### config.mk
export PLATFORM = sky130hd
export DESIGN_NAME = flex_counter_ud
export DESIGN_NICKNAME = d
export VERILOG_FILES = /design/src/rtl/flex_counter_pkg.sv /design/src/rtl/flex_counter_step.sv /design/src/rtl/flex_counter_ud.sv
export SDC_FILE = /design/constraint.sdc
export NUM_CORES = 1
export LEC_CHECK = 0
export CAP_MARGIN = 30
export CORE_UTILIZATION = 50
export DETAILED_ROUTE_END_ITERATION = 16
export MAX_ROUTING_LAYER = met4
export PLACE_DENSITY = 0.79
export SYNTH_ARGS = -nofsm -noshare
export SYNTH_HDL_FRONTEND = slang
export SYNTH_SLANG_ARGS = --single-unit
export TNS_END_PERCENT = 10
### constraint.sdc
create_clock -name clk -period 3.3 [get_ports clk]
set_clock_uncertainty 0.2 [all_clocks]
set_input_delay 0.66 -clock clk [delete_from_list [all_inputs] [get_ports clk]]
set_output_delay 0.66 -clock clk [all_outputs]
set_load 0.05 [all_outputs]
### src/rtl/flex_counter_pkg.sv
`default_nettype none
// ============================================================================
//  Module   : flex_counter_pkg
//  Brief    : Shared direction type and wrap/saturate mode constants for the
//             up/down flex counter.
//  Revision : 1.0
// ============================================================================
package flex_counter_pkg;

  typedef enum logic {
    DIR_DOWN = 1'b0,
    DIR_UP   = 1'b1
  } cnt_dir_t;

  localparam int MODE_WRAP = 0;
  localparam int MODE_SAT  = 1;

endpackage
`default_nettype wire

### src/rtl/flex_counter_step.sv
`default_nettype none
// ============================================================================
//  Module   : flex_counter_step
//  Brief    : Combinational next-count and wrap computation for one step of
//             the up/down flex counter over the range 1..rollover.
//  Revision : 1.0
// ============================================================================
module flex_counter_step
  import flex_counter_pkg::*;
#(
  parameter int N        = 4,
  parameter int SATURATE = MODE_WRAP
) (
  input  logic [N-1:0] i_cnt,
  input  logic [N-1:0] i_rollover,
  input  cnt_dir_t     i_dir,
  output logic [N-1:0] o_cnt_next,
  output logic         o_wrap
);

  localparam logic [N-1:0] c_one = N'(1);

  always_comb begin
    o_cnt_next = i_cnt;
    o_wrap     = 1'b0;
    if (i_rollover == '0) begin
      o_cnt_next = '0;
    end else if (i_cnt == '0) begin
      // Idle start value enters the range at the near end for the direction.
      o_cnt_next = (i_dir == DIR_UP) ? c_one : i_rollover;
    end else if (i_dir == DIR_UP) begin
      if (i_cnt < i_rollover) begin
        o_cnt_next = i_cnt + c_one;
      end else if (SATURATE == MODE_SAT) begin
        o_cnt_next = i_rollover;
      end else begin
        o_cnt_next = c_one;
        o_wrap     = 1'b1;
      end
    end else begin
      if (i_cnt > i_rollover) begin
        // Above range (lowered rollover or wide load): re-enter without carry.
        o_cnt_next = i_rollover;
      end else if (i_cnt == c_one) begin
        if (SATURATE == MODE_SAT) begin
          o_cnt_next = c_one;
        end else begin
          o_cnt_next = i_rollover;
          o_wrap     = 1'b1;
        end
      end else begin
        o_cnt_next = i_cnt - c_one;
      end
    end
  end

endmodule
`default_nettype wire

### src/rtl/flex_counter_ud.sv
`default_nettype none
// ============================================================================
//  Module   : flex_counter_ud
//  Brief    : Parametrised up/down counter with clear, load, wrap/saturate
//             mode, registered terminal flags and a cascade carry pulse.
//  Revision : 1.0
// ============================================================================
module flex_counter_ud
  import flex_counter_pkg::*;
#(
  parameter int NUM_CNT_BITS = 4,
  parameter int SATURATE     = MODE_WRAP
) (
  input  logic                    clk,
  input  logic                    n_rst,
  input  logic                    clear,
  input  logic                    load_enable,
  input  logic [NUM_CNT_BITS-1:0] load_val,
  input  logic                    count_enable,
  input  logic                    count_up,
  input  logic [NUM_CNT_BITS-1:0] rollover_val,
  output logic [NUM_CNT_BITS-1:0] count_out,
  output logic                    rollover_flag,
  output logic                    underflow_flag,
  output logic                    carry_out
);

  localparam logic [NUM_CNT_BITS-1:0] c_one = NUM_CNT_BITS'(1);

  logic [NUM_CNT_BITS-1:0] r_count;
  cnt_dir_t                r_dir;
  logic                    r_rollover;
  logic                    r_underflow;
  logic                    r_carry;

  logic [NUM_CNT_BITS-1:0] w_step_cnt;
  logic                    w_step_wrap;
  cnt_dir_t                w_step_dir;

  logic [NUM_CNT_BITS-1:0] w_cnt_nxt;
  cnt_dir_t                w_dir_nxt;
  logic                    w_carry_nxt;
  logic                    w_update;
  logic                    w_rollover_nxt;
  logic                    w_underflow_nxt;

  assign w_step_dir = cnt_dir_t'(count_up);

  flex_counter_step #(
    .N        (NUM_CNT_BITS),
    .SATURATE (SATURATE)
  ) u_step (
    .i_cnt      (r_count),
    .i_rollover (rollover_val),
    .i_dir      (w_step_dir),
    .o_cnt_next (w_step_cnt),
    .o_wrap     (w_step_wrap)
  );

  always_comb begin
    w_cnt_nxt   = r_count;
    w_dir_nxt   = r_dir;
    w_carry_nxt = 1'b0;
    w_update    = 1'b0;
    if (clear) begin
      w_cnt_nxt = '0;
      w_dir_nxt = DIR_UP;
      w_update  = 1'b1;
    end else if (load_enable) begin
      w_cnt_nxt = load_val;
      w_update  = 1'b1;
    end else if (count_enable) begin
      w_cnt_nxt   = w_step_cnt;
      w_dir_nxt   = w_step_dir;
      w_carry_nxt = w_step_wrap;
      w_update    = 1'b1;
    end
  end

  // Flags look at the post-edge count so they line up with count_out.
  assign w_rollover_nxt  = (w_cnt_nxt == rollover_val) && (rollover_val != '0);
  assign w_underflow_nxt = (w_cnt_nxt == c_one) && (rollover_val != '0) &&
                           (w_dir_nxt == DIR_DOWN);

  always_ff @(posedge clk or negedge n_rst) begin
    if (!n_rst) begin
      r_count     <= '0;
      r_dir       <= DIR_UP;
      r_rollover  <= 1'b0;
      r_underflow <= 1'b0;
      r_carry     <= 1'b0;
    end else begin
      r_count <= w_cnt_nxt;
      r_dir   <= w_dir_nxt;
      r_carry <= w_carry_nxt;
      if (w_update) begin
        r_rollover  <= w_rollover_nxt;
        r_underflow <= w_underflow_nxt;
      end
    end
  end

  assign count_out      = r_count;
  assign rollover_flag  = r_rollover;
  assign underflow_flag = r_underflow;
  assign carry_out      = r_carry;

endmodule
`default_nettype wire
Word-level counts from Yosys, hierarchy flattened
Index checks and enable logic that the tools add are counted.
{"block": "word_totals", "ff_bits": 8, "in_bits": 14}
{"block": "op_classes", "n_reduce_logical": 6, "addsub": 2, "magnitude_cmp": 2, "n_eq_ne": 3, "bitwise": 1, "n_mux": 25}
{"cell": "two-way mux 4 bit", "n": 10}
{"cell": "two-way mux 1 bit", "n": 15}
{"cell": "equality test 4 x 1 -> 1 bit, second input constant", "n": 2}
{"cell": "zero test 4 bit", "n": 2}
{"cell": "adder 4 x 1 -> 4 bit, second input constant", "n": 1}
{"cell": "equality test 4 bit", "n": 1}
{"cell": "greater-than comparator 4 bit", "n": 1}
{"cell": "< comparator 4 bit", "n": 1}
{"cell": "nonzero test 4 bit", "n": 1}
{"cell": "subtractor 4 x 1 -> 4 bit, second input constant", "n": 1}
{"cell": "logical AND 1 bit", "n": 3}
{"cell": "inverter 1 bit", "n": 1}

Depth between registers and ports, before layout
{"block": "depth", "depth_word": 12, "depth_mapped": 10}

Modules after synthesis
From an unflattened synthesis, not the netlist that was laid out.
{"block": "unflattened", "hier_cells": 99, "hier_area_um2": 915.9}
{"mod": "flex_counter_step", "cells_each": 57, "area_per_inst_um2": 464.2, "n_inst": 1}
{"mod": "flex_counter_ud", "cells_each": 42, "area_per_inst_um2": 451.7, "n_inst": 1}

Worst setup path before layout
Ideal clock, no wire load.
{"block": "synth_path", "path_kind": "register to register", "start": "register r_count[0], in the netlist count_out[0]", "end": "register r_rollover, in the netlist rollover_flag", "period_less_slack_ns": 2.849, "required_time_ns": 2.978, "n_path_buf": 0, "setup_slack_ns": 0.451, "path_stages_with_launch": 10, "arrival_time_ns": 2.527, "path_cell_list": "dfrtp_1 -> inv_1 -> ha_1 -> nand2b_1 -> a21oi_2 -> o21ai_2 -> or3_1 -> and4_4 -> a311o_1 -> a32o_1"}
{"block": "synth_between", "elab_chain_len": 11, "word_cells_on_any_way": 17, "cone_classes": "add/sub: 2; order compare: 2; eq/ne: 2; mux: 9; reduce/logical: 2"}
{"item": "start, declared", "line": "flex_counter_ud.sv:30", "source": "logic [NUM_CNT_BITS-1:0] r_count;"}
{"item": "start signal, assigned", "line": "flex_counter_ud.sv:93", "source": "r_count <= w_cnt_nxt;"}
{"item": "subtractor 4 x 1 -> 4 bit / equality test 4 x 1 -> 1 bit (equally long branches)", "line": "flex_counter_step.sv:52, flex_counter_step.sv:44"}
{"item": "two-way mux 4 bit", "line": "flex_counter_step.sv:44", "source": "end else if (i_cnt == c_one) begin"}
{"item": "two-way mux 4 bit", "line": "flex_counter_step.sv:41", "source": "if (i_cnt > i_rollover) begin"}
{"item": "two-way mux 4 bit", "line": "flex_counter_step.sv:31", "source": "end else if (i_dir == DIR_UP) begin"}
{"item": "two-way mux 4 bit", "line": "flex_counter_step.sv:28", "source": "end else if (i_cnt == '0) begin"}
{"item": "two-way mux 4 bit", "line": "flex_counter_step.sv:26", "source": "if (i_rollover == '0) begin"}
{"item": "two-way mux 4 bit (*)", "line": "flex_counter_ud.sv:72", "source": "end else if (count_enable) begin"}
{"item": "two-way mux 4 bit (*)", "line": "flex_counter_ud.sv:69", "source": "end else if (load_enable) begin"}
{"item": "two-way mux 4 bit (*)", "line": "flex_counter_ud.sv:65", "source": "if (clear) begin"}
{"item": "equality test 4 bit (*)", "line": "flex_counter_ud.sv:81", "source": "assign w_rollover_nxt = (w_cnt_nxt == rollover_val) && (rollover_val != '0);"}
{"item": "logical AND 1 bit (*)", "line": "flex_counter_ud.sv:81"}
{"item": "end signal, assigned", "line": "flex_counter_ud.sv:97", "source": "r_rollover <= w_rollover_nxt;"}
{"item": "end, declared", "line": "flex_counter_ud.sv:32", "source": "logic r_rollover;"}
Mark *: on every way between the ends. The rest lies on a longest branch, timed or not.
A chain may end at the register's enable or synchronous reset.

Worst setup path in the final report
{"block": "layout_path", "start": "input port rollover_val[1]", "end": "register r_rollover, in the netlist rollover_flag"}
{"block": "layout_between", "elab_chain_len": 10, "word_cells_on_any_way": 16, "cone_classes": "order compare: 2; eq/ne: 1; mux: 10; reduce/logical: 3"}
{"item": "start, declared", "line": "flex_counter_ud.sv:21", "source": "input logic [NUM_CNT_BITS-1:0] rollover_val,"}
{"item": "greater-than comparator 4 bit (tied with other cells)", "line": "flex_counter_step.sv:41"}
{"item": "two-way mux 4 bit, on equally long branches", "line": "flex_counter_step.sv:41, flex_counter_step.sv:32"}
{"item": "two-way mux 4 bit", "line": "flex_counter_step.sv:31"}
{"item": "two-way mux 4 bit", "line": "flex_counter_step.sv:28"}
{"item": "two-way mux 4 bit", "line": "flex_counter_step.sv:26"}
{"item": "two-way mux 4 bit", "line": "flex_counter_ud.sv:72"}
{"item": "two-way mux 4 bit", "line": "flex_counter_ud.sv:69"}
{"item": "two-way mux 4 bit", "line": "flex_counter_ud.sv:65"}
{"item": "equality test 4 bit", "line": "flex_counter_ud.sv:81"}
{"item": "logical AND 1 bit (*)", "line": "flex_counter_ud.sv:81"}
Marked as above.

==> results.txt <==
top cells by area, synth = dfrtp_1 (18%), ha_1 (10%), nor2_1 (6.5%)
hold path cells = 1
post-route ant nets = 0
most frequent cells in the layout = clkdlybuf4s50_1 (20), nor2_1 (17), buf_4 (9), ha_1 (8)
Mapped Area = 987 um^2
Fmax = 332 MHz
Post-synth EDFFs = 0
# diodes = 0
Final Cell Area = 1280 um^2
H-Tree Depth = 1
crit path kind = input pin to flip-flop
vias in the first global route = 1021
number of library cell types mapped by synthesis = 48
Layout Cells excl Fill = 180
R2R setup slack = 0.59 ns
worst r2r path cells = 9
Cell Rows = 15
CTS max path bufs = 2
final hold viol count = 0
DP HPWL = 2.25 mm
FF-to-FF End = underflow_flag
initial antenna violation count = 0
CTS tree = built
GRT overflow = 0
post-synthesis register bit count = 8
post-synthesis sequential area ratio = 0.204
syn_nets = 149
Area Growth Syn to Fin = 29.3%
minimum clock period = 3.01 ns
GRT Total Usage = 0.311
static leakage = 0.540 nW
clk sinks = 8
nets@finish = 178
Core ar. = 1780 um^2
first-pass GRT wire length = 4.55 mm
Clock transition at path regs = 0.05 ns
DRT iter0 DRCs = 44
Die Y = 46.4 um
status = finished, final reports clean
worst r2r src = count_out[0]
final setup TNS = 0 ns
Starting Density = 0.554
DRC violations left = 0
required time worst endpoint = 3.23 ns
Avg Cell Area, Syn = 7.77 um^2
Clk Latency, worst-skew pair = 0.24 ns
complex-gate fraction of the synthesized area = 0.300
wire per inst = 15.9 um
Pre-Repair DR Iteration Count = 4
Power Density = 316 nW/um^2
Port Buf Inserts = 20
WP buf/inv = 2
Post-synth top flop = dfrtp_1
Worst setup EP type = flip-flop
RSZ-0062 raised after global routing = false
DR vias = 1107
actual slew at the worst max-slew pin = 0.504 ns
crit-path cells = clkdlybuf4s50_1 > inv_1 > ha_1 > nand2b_1 > a21oi_2 > o21ai_2 > or3_1 > and4_4 > a311o_1 > a32o_1
final hold slack = 0.304 ns
root buffer cell = clkbuf_4
DIE AREA = 2160 um^2
Avg Vias per Cell = 6.15
max-cap violation count = 0
Hold Crit Class = flip-flop to flip-flop
IO Pins = 21
clock buffer count from CTS = 3
mux contribution to synthesized area = 0
Max FO, Critical Path = 3
Adder-Cell Fraction of Synth Area = 0.101
Worst slew margin = 0.663
ys async rst share = 1.00
DP Worst Slack = 0.0287 ns
simple-gate share of the synthesized area = 0.295
Crit path max-delay family = compound AO/OA/AOI/OAI gates
commonest non-fill, non-tap cell in the layout = clkdlybuf4s50_1
Die Width = 46.4 um
Slowest-stage cell, CP = clkdlybuf4s50_1
Critical Path AT = 2.95 ns
largest net degree at the start of global routing = 14
layout cells sized above 1 = 0.135
CP peak stage delay = 0.48 ns
placed cell count = 176
fin crit share = 0.914
setup ws final = 0.285 ns
DRT Wirelength = 2.86 mm
CTS resizes = 0
maximum vdd drop = 0.253 mV
WHS Endpoint = rollover_flag
Area after DPL = 1250 um^2
Yosys top cell area share = 0.177
Setup Viol. Count Final = 0
cts hold-fix bufs = 0
largest family of logic cells by synthesized area = compound AO/OA/AOI/OAI gates
Setup crit start kind = input pin
final core utilization = 0.716
setup bufs post-CTS = 0
post-synth top area cell = dfrtp_1
Slew Viols, Final = 0
synth warn = 0
gpl congestion = 0.994
Filler Cell Count = 143
Power, Total = 403 uW
Syn Inst Count = 127
Hold Crit Start = rollover_flag
Synth Area in XOR/XNOR = 0.0355
==> how the worst max path moves through the flow <==
stage / endpoint / cells past startpoint / slack [ns] / startpoint
2_1_floorplan: rollover_flag / 9 / 0.45 / count_out[0]
3_3_place_gp: rollover_flag / 10 / 0.06 / rollover_val[1]
3_5_place_dp: underflow_flag / 10 / 0.03 / rollover_val[1]
4_1_cts: underflow_flag / 10 / 0.28 / rollover_val[1]
5_1_grt: rollover_flag / 10 / 0.20 / rollover_val[1]
6_report: rollover_flag / 10 / 0.29 / rollover_val[1]
==> report_power, final <==
| part | internal [mW] | switching [mW] |
|---|---|---|
| combinational | 0.0896 | 0.124 |
| sequential | 0.105 | 0.00846 |
| clock | 0.0461 | 0.0304 |
| total | 0.241 | 0.162 |
==> state kept, by name (all words and copies together), names as in the netlist <==
name / count
carry_out: 1
count_out: 4
r_dir: 1
rollover_flag: 1
underflow_flag: 1
==> final cells by class <==
type	count	area (um^2)	share of cell area
Timing Repair Buffer	29	268	0.210
Multi-Input combinational cell	107	723	0.567
Tap cell	25	31.3	0.0245
Sequential cell	8	201	0.158
Clock buffer	4	26.3	0.0206
Inverter	7	26.3	0.0206
==> metal layers <==
metal | GRT usage | wire [um] | vias up
li1 | - | - | 536
met1 | 0.392 | 1170 | 494
met2 | 0.506 | 1390 | 67
met3 | 0.0314 | 231 | 10
met4 | 0.124 | 70 | 0
met5 | - | 0 | -
==> Yosys cell counts (2+ instances only) <==
cell type   n
nand4_1     2
buf_2       2
nand2b_1    2
ha_1        8
dfrtp_1     7
o21a_1      2
nor3_1      4
a311o_1     2
o21ai_1     2
o31ai_1     2
xnor2_1     3
o21ai_0     3
inv_1       7
nand3_1     7
nand2_1     7
o211ai_1    2
nor2b_1     4
a21oi_2     2
a21o_1      3
buf_6       2
a211o_1     2
a21oi_1     6
a31oi_1     2
and3_1      3
nor3b_1     2
nor2_1     17
==> cell families (layout without fill, tap and decap cells) <==
logic type / count (synthesis) / in the layout
buffers and inverters: 12 / 40
flip-flops: 8 / 8
AO/OA/AOI/OAI: 40 / 40
AND/OR/NAND/NOR: 55 / 55
adder cells (fa/ha/maj): 8 / 8
XOR/XNOR: 4 / 4
Note: power is estimated with default switching activity, not from simulation.
